**src/rtl/pipe_hazard_ctrl.sv**
```systemverilog
// -----------------------------------------------------------------------------
// pipe_hazard_ctrl
//   Central stall / flush / redirect controller for the 5-stage RV32IM pipe
//   (IF, ID, EX, MEM, WB). Hazards resolve by fixed priority:
//     branch/jump redirect > mul/div occupancy > load-use > external halt.
//   A registered FSM (RUN, MD_WAIT, HALT) holds the multi-cycle context.
//   All hazard outputs are combinational from that state and the current
//   pipeline inputs.
//
// Parameters
//   DWIDTH      PC / redirect target width.
//   MD_TIMEOUT  max MD_WAIT cycles before a forced exit (2..255).
//
// Ports
//   Clk_Core, Rst_Core      clock, synchronous active-high reset
//   id_rs1/rs2_fi, *_used   ID-stage source registers and their use flags
//   ex_rd_fi, ex_mem_read   EX-stage destination and "is a load" flag
//   ex_branch_taken_fi      EX resolved a taken branch/jump
//   ex_target_fi            redirect target PC
//   ex_md_start_fi          EX issued a multi-cycle mul/div
//   md_done_fi              mul/div result valid
//   halt_req_fi             external halt/debug request (level)
//   stall_if_fo, flush_if_fo, pc_sel_fo, pc_imm_fo   fetch-stage control
//   stall_id_fo, bubble_ex_fo                         decode / ID-EX control
//   md_timeout_fo           one-cycle pulse when MD_WAIT times out
//   halted_fo               pipeline is frozen in HALT
//
// Optional build macro: PIPE_HAZARD_CTRL_PERF_EN
//   Adds saturating performance counters perf_stall_cnt_fo (32b),
//   perf_flush_cnt_fo (32b) and perf_lu_cnt_fo (16b), all cleared by reset.
// -----------------------------------------------------------------------------
module pipe_hazard_ctrl #(
  parameter int DWIDTH     = 32,
  parameter int MD_TIMEOUT = 64
) (
  input  logic              Clk_Core,
  input  logic              Rst_Core,
  input  logic [4:0]        id_rs1_fi,
  input  logic [4:0]        id_rs2_fi,
  input  logic              id_rs1_used_fi,
  input  logic              id_rs2_used_fi,
  input  logic [4:0]        ex_rd_fi,
  input  logic              ex_mem_read_fi,
  input  logic              ex_branch_taken_fi,
  input  logic [DWIDTH-1:0] ex_target_fi,
  input  logic              ex_md_start_fi,
  input  logic              md_done_fi,
  input  logic              halt_req_fi,
  output logic              stall_if_fo,
  output logic              flush_if_fo,
  output logic              pc_sel_fo,
  output logic [DWIDTH-1:0] pc_imm_fo,
  output logic              stall_id_fo,
  output logic              bubble_ex_fo,
  output logic              md_timeout_fo,
  output logic              halted_fo
`ifdef PIPE_HAZARD_CTRL_PERF_EN
  ,
  output logic [31:0]       perf_stall_cnt_fo,
  output logic [31:0]       perf_flush_cnt_fo,
  output logic [15:0]       perf_lu_cnt_fo
`endif
);

  typedef enum logic [1:0] {
    ST_RUN     = 2'd0,
    ST_MD_WAIT = 2'd1,
    ST_HALT    = 2'd2
  } state_t;

  // One extra bit over clog2 so the terminal value never aliases to zero.
  localparam int            CW      = $clog2(MD_TIMEOUT) + 1;
  localparam logic [CW-1:0] MD_LAST = CW'(MD_TIMEOUT - 1);
  localparam logic [CW-1:0] CNT_ONE = CW'(1);

  state_t        state_q, state_d;
  logic [CW-1:0] md_cnt_q, md_cnt_d;
  logic          lu_block_q, lu_block_d;

  logic          lu_raw;
  logic          lu_hit;
  logic          lu_evt;

  // Combinational hazard outputs before the reset gate.
  logic              stall_if_c, flush_if_c, pc_sel_c, stall_id_c;
  logic              bubble_ex_c, md_timeout_c, halted_c;
  logic [DWIDTH-1:0] pc_imm_c;

  // Load in EX writing a register the ID instruction reads; x0 never hazards.
  assign lu_raw = ex_mem_read_fi & (ex_rd_fi != 5'd0) &
                  ((id_rs1_used_fi & (id_rs1_fi == ex_rd_fi)) |
                   (id_rs2_used_fi & (id_rs2_fi == ex_rd_fi)));

  // After one load-use stall the load has moved on and EX holds the bubble,
  // so the same hazard must not stall a second time.
  assign lu_hit = lu_raw & ~lu_block_q;

  // ---------------------------------------------------------------------------
  // State register
  // ---------------------------------------------------------------------------
  always_ff @(posedge Clk_Core) begin
    if (Rst_Core) begin
      state_q    <= ST_RUN;
      md_cnt_q   <= '0;
      lu_block_q <= 1'b0;
    end else begin
      state_q    <= state_d;
      md_cnt_q   <= md_cnt_d;
      lu_block_q <= lu_block_d;
    end
  end

  // ---------------------------------------------------------------------------
  // Next state and hazard outputs
  // ---------------------------------------------------------------------------
  always_comb begin
    state_d      = state_q;
    md_cnt_d     = md_cnt_q;
    lu_block_d   = 1'b0;
    lu_evt       = 1'b0;
    stall_if_c   = 1'b0;
    flush_if_c   = 1'b0;
    pc_sel_c     = 1'b0;
    pc_imm_c     = '0;
    stall_id_c   = 1'b0;
    bubble_ex_c  = 1'b0;
    md_timeout_c = 1'b0;
    halted_c     = 1'b0;

    case (state_q)
      ST_RUN: begin
        if (ex_branch_taken_fi) begin
          // Redirect wins over everything, including a pending load-use:
          // the dependent instruction in ID is being flushed anyway.
          pc_sel_c    = 1'b1;
          pc_imm_c    = ex_target_fi;
          flush_if_c  = 1'b1;
          bubble_ex_c = 1'b1;
          // A simultaneous halt lets the flush land first, then freezes.
          if (halt_req_fi) state_d = ST_HALT;
        end else if (ex_md_start_fi && !md_done_fi) begin
          stall_if_c = 1'b1;
          stall_id_c = 1'b1;
          state_d    = ST_MD_WAIT;
          md_cnt_d   = '0;
        end else if (lu_hit) begin
          // A mul/div that completes on issue falls through to here.
          stall_if_c  = 1'b1;
          stall_id_c  = 1'b1;
          bubble_ex_c = 1'b1;
          lu_block_d  = 1'b1;
          lu_evt      = 1'b1;
        end else if (halt_req_fi) begin
          stall_if_c  = 1'b1;
          stall_id_c  = 1'b1;
          bubble_ex_c = 1'b1;
          state_d     = ST_HALT;
        end
      end

      ST_MD_WAIT: begin
        // EX inputs and halt requests are ignored until the unit is released.
        if (md_done_fi) begin
          state_d  = ST_RUN;
          md_cnt_d = '0;
        end else if (md_cnt_q == MD_LAST) begin
          // Give up on the unit; no redirect, the pipe just resumes.
          md_timeout_c = 1'b1;
          state_d      = ST_RUN;
          md_cnt_d     = '0;
        end else begin
          stall_if_c = 1'b1;
          stall_id_c = 1'b1;
          md_cnt_d   = md_cnt_q + CNT_ONE;
        end
      end

      ST_HALT: begin
        // Stalls hold for the whole HALT stay; they release in the RUN cycle
        // that follows the request dropping.
        stall_if_c  = 1'b1;
        stall_id_c  = 1'b1;
        bubble_ex_c = 1'b1;
        halted_c    = 1'b1;
        if (!halt_req_fi) state_d = ST_RUN;
      end

      default: begin
        state_d  = ST_RUN;
        md_cnt_d = '0;
      end
    endcase
  end

  // ---------------------------------------------------------------------------
  // Output gate: everything reads zero while reset is applied.
  // ---------------------------------------------------------------------------
  always_comb begin
    stall_if_fo   = stall_if_c   & ~Rst_Core;
    flush_if_fo   = flush_if_c   & ~Rst_Core;
    pc_sel_fo     = pc_sel_c     & ~Rst_Core;
    pc_imm_fo     = Rst_Core ? '0 : pc_imm_c;
    stall_id_fo   = stall_id_c   & ~Rst_Core;
    bubble_ex_fo  = bubble_ex_c  & ~Rst_Core;
    md_timeout_fo = md_timeout_c & ~Rst_Core;
    halted_fo     = halted_c     & ~Rst_Core;
  end

`ifdef PIPE_HAZARD_CTRL_PERF_EN
  // ---------------------------------------------------------------------------
  // Saturating performance counters
  // ---------------------------------------------------------------------------
  always_ff @(posedge Clk_Core) begin
    if (Rst_Core) begin
      perf_stall_cnt_fo <= '0;
      perf_flush_cnt_fo <= '0;
      perf_lu_cnt_fo    <= '0;
    end else begin
      if (stall_if_fo && (perf_stall_cnt_fo != 32'hFFFF_FFFF))
        perf_stall_cnt_fo <= perf_stall_cnt_fo + 32'd1;
      if (flush_if_fo && (perf_flush_cnt_fo != 32'hFFFF_FFFF))
        perf_flush_cnt_fo <= perf_flush_cnt_fo + 32'd1;
      if (lu_evt && (perf_lu_cnt_fo != 16'hFFFF))
        perf_lu_cnt_fo <= perf_lu_cnt_fo + 16'd1;
    end
  end
`endif

endmodule

```
**config.mk**
```make
export PLATFORM = sky130hd
export DESIGN_NAME = pipe_hazard_ctrl
export DESIGN_NICKNAME = d
export VERILOG_FILES = /design/src/rtl/pipe_hazard_ctrl.sv
export SDC_FILE = /design/constraint.sdc
export NUM_CORES = 1
export LEC_CHECK = 0
export ABC_AREA = 1
export CAP_MARGIN = 0
export CORE_MARGIN = 4
export CORE_UTILIZATION = 32
export DETAILED_ROUTE_END_ITERATION = 12
export PLACE_DENSITY = 0.89
export SKIP_LAST_GASP = 1
export SYNTH_ARGS = -nofsm -noshare
export SYNTH_HDL_FRONTEND = slang
export SYNTH_SLANG_ARGS = --single-unit
```
**constraint.sdc**
```tcl
create_clock -name Clk_Core -period 1.87 [get_ports Clk_Core]
set_clock_uncertainty 0.1 [all_clocks]
set_input_delay 0.187 -clock Clk_Core [delete_from_list [all_inputs] [get_ports Clk_Core]]
set_output_delay 0.187 -clock Clk_Core [all_outputs]
set_load 0.02 [all_outputs]
```
==> impl_metrics.tcl <==
set metrics [dict create \
    root_buffer "clkbuf_4" \
    initial_core_util_pct 32.9 \
    grt_pass1_vias 1595 \
    drv_slew 0 \
    status "finished, final reports clean" \
    rows 21 \
    grtUsageMet1_pct 17.8 \
    yosys.area_share.simple_pct 45.8 \
    grt_usage_pct 18.9 \
    seq_area_frac_synth_pct 18.2 \
    die_area_um2 4430 \
    synth-compound-area-share_pct 9.69 \
    synth_top_area_share_pct 20.9 \
    dp_hpwl_um 3580 \
    grt_max_degree 34 \
    ys_warn_count 0 \
    layout-drive-gt1-share_pct 27.6 \
    drt_iter0_markers 26 \
    wl_per_cell_um 11.4 \
    met3_usage_pct 5.06 \
    timing.slew.headroom_pct 81.6 \
    antenna_found_initial 0 \
    drt-pass1-iter-count 4 \
    required_ns 1.58 \
    cts_tree "yes" \
    ioPinCount 95 \
    hold_viol_final 0 \
    fillCellCount 328 \
    p_leak_nw 1.28 \
    drtAntennaViolNets 0 \
    setup_violations 0 \
    core_um2 3340 \
    top_usage_layer "met2" \
    die_y_um 66.6 \
    gr-total-overflow 0 \
    grt_setup_unrepaired "yes" \
    netlist-cell-type-count 27 \
    h-tree-depth 1 \
    synth-edff-count 0 \
    vias 1655 \
    nets 391 \
    crit_type "reg -> out" \
    synth_area_um2 1100 \
    worst-path-max-fanout 2 \
    routed_via_density 4.37 \
    drc 0 \
    synth.most_common_cell "inv_1" \
    tightest_slew_ns 0.275 \
    end_kind "output port" \
    clock_sinks 10 \
    hp-class "reg -> reg" \
    hold_depth 1 \
    synth_fa_ha_area_share_pct 1.14 \
    seq_area_um2 203 \
    place_congestion 0.842 \
    synth_nets 271 \
    final_core_util_pct 64.8 \
    synthMuxAreaShare_pct 0 \
    avgSynthCellArea_um2 5.13 \
    multi_input_area_um2 663 \
    cts_max_path_buffers 2 \
    synth_cells 214 \
    synth_commonest_cells "61 x inv_1, 56 x nor2_1, 39 x nand2_1" \
    grt_pass1_wl_um 6580 \
    clock_latency_ns 0.27 \
    cts_buffers 3 \
    ctsHoldBuffers 0 \
    async_flop_share_pct 0 \
    area_growth_pct 96.9 \
    ir_drop_mv 0.333 \
    fin_crit_ns 1.81 \
    portBuffers 94 \
    clk_pin_slew_ns 0.07 \
    synth_area_leaders "inv_1 21%, nor2_1 19%, dfxtp_1 18%" \
    ys_ff_latch 10 \
    ys.flop_type "dfxtp_1" \
    crit_arrival_ns 1.53 \
    globalRouteMet2Util_pct 38.2 \
    synth_xor_area_share_pct 0 \
    max_freq_ghz 0.551 \
    fin_crit_sh_pct 97.0 \
    final_cell_area_um2 2160 \
    num_antenna_cells 0 \
    maxCapViolCount 0 \
    yosysTopAreaCell "inv_1" \
    synth_top_family_by_area "simple AND/OR/NAND/NOR gates" \
    place_area_um2 2250 \
    dieWidth_um 66.6 \
    wirelength_um 4310 \
    p_per_area_nw_per_um2 380 \
    ff2ff_path_depth 10 \
    cp-start-kind "flip-flop" \
]
## metal layers
layer | vias to the layer above | part of all wire (%)
li1 | 858 | -
met1 | 710 | 35
met2 | 78 | 52
met3 | 9 | 12
met4 | 0 | 1.7
met5 | - | 0
## sequential cells by signal (all words and copies together), names as in the netlist
register / flops
lu_block_q: 1
state_q: 2
md_cnt_q: 7
## path summary, 6_finish.rpt
| kind | to | slack [ns] | startpoint |
|---|---|---|---|
| worst max register to register | state_q[1]$_SDFFE_PP0P_ | 0.32 | md_cnt_q[0]$_SDFFE_PP0P_ |
| worst max-delay path | stall_if_fo | 0.06 | md_cnt_q[0]$_SDFFE_PP0P_ |
| worst min register to register | md_cnt_q[6]$_SDFFE_PP0P_ | 0.35 | md_cnt_q[6]$_SDFFE_PP0P_ |
| worst min-delay path | md_cnt_q[6]$_SDFFE_PP0P_ | 0.35 | md_cnt_q[6]$_SDFFE_PP0P_ |
## placed cells by master (no fill, tap or decap), drive strengths merged
cell / count
nand4: 1
a21oi: 6
clkbuf: 35
nor3: 2
nand3b: 2
ha: 1
buf: 34
o21ai: 6
dfxtp: 10
o211ai: 1
nor2: 59
nand3: 10
dlygate4sd2: 15
clkdlybuf4s50: 40
a31oi: 1
a32o: 1
nor3b: 1
inv: 64
o21a: 1
dlymetal6s2s: 1
nand2: 42
## critical path: stages (launching register included)
cell     delay, ns
dfxtp_2       0.36
ha_4          0.15
nand3_4       0.09
nor2_4        0.10
nand3_2       0.08
nand2_2       0.09
inv_2         0.06
nor2_4        0.08
a21oi_2       0.07
buf_4         0.16
## cells by family (layout without fill, tap and decap cells)
group | count (synthesis) | in the layout
adder cells (fa/ha/maj) | 1 | 1
flip-flops | 10 | 10
AND/OR/NAND/NOR | 117 | 117
AO/OA/AOI/OAI | 16 | 16
buffers and inverters | 70 | 189
## power by group
group	internal [mW]	switching [mW]	total, mW
clock network	0.118	0.0803	0.199
logic	0.201	0.199	0.401
registers	0.216	0.00508	0.221
total	0.536	0.285	0.821
## final cells by class
class	instances	share of cell area (%)
tap	46	2.66
clock buffer	4	1.68
multi-input combinational	134	30.7
inverter	64	11.1
sequential	10	9.38
timing repair buffer	121	44.5
## repair_timing
action / 4_1_cts / 5_1_grt
gates resized for setup: 89 / 59
gates cloned: 0 / 0
pin swaps: 11 / 6
endpoints found under the setup margin: 38 / 35
buffers inserted: 2 / 1
## per-stage QoR
step                      total power, mW  setup TNS (ns)  setup WS, ns  hold WS, ns  std cells
after CTS                           0.838               0       0.00418        0.351        378
final                               0.821               0        0.0567        0.345        379
after global placement              0.655           -9.10        -0.539        0.330        372
after global routing                0.874         -0.0126       -0.0126        0.374        379
after detailed placement            0.664           -9.85        -0.574        0.342        372
after floorplan                     0.405               0        0.0399        0.246        214
Note: power is estimated with default switching activity, not from simulation.
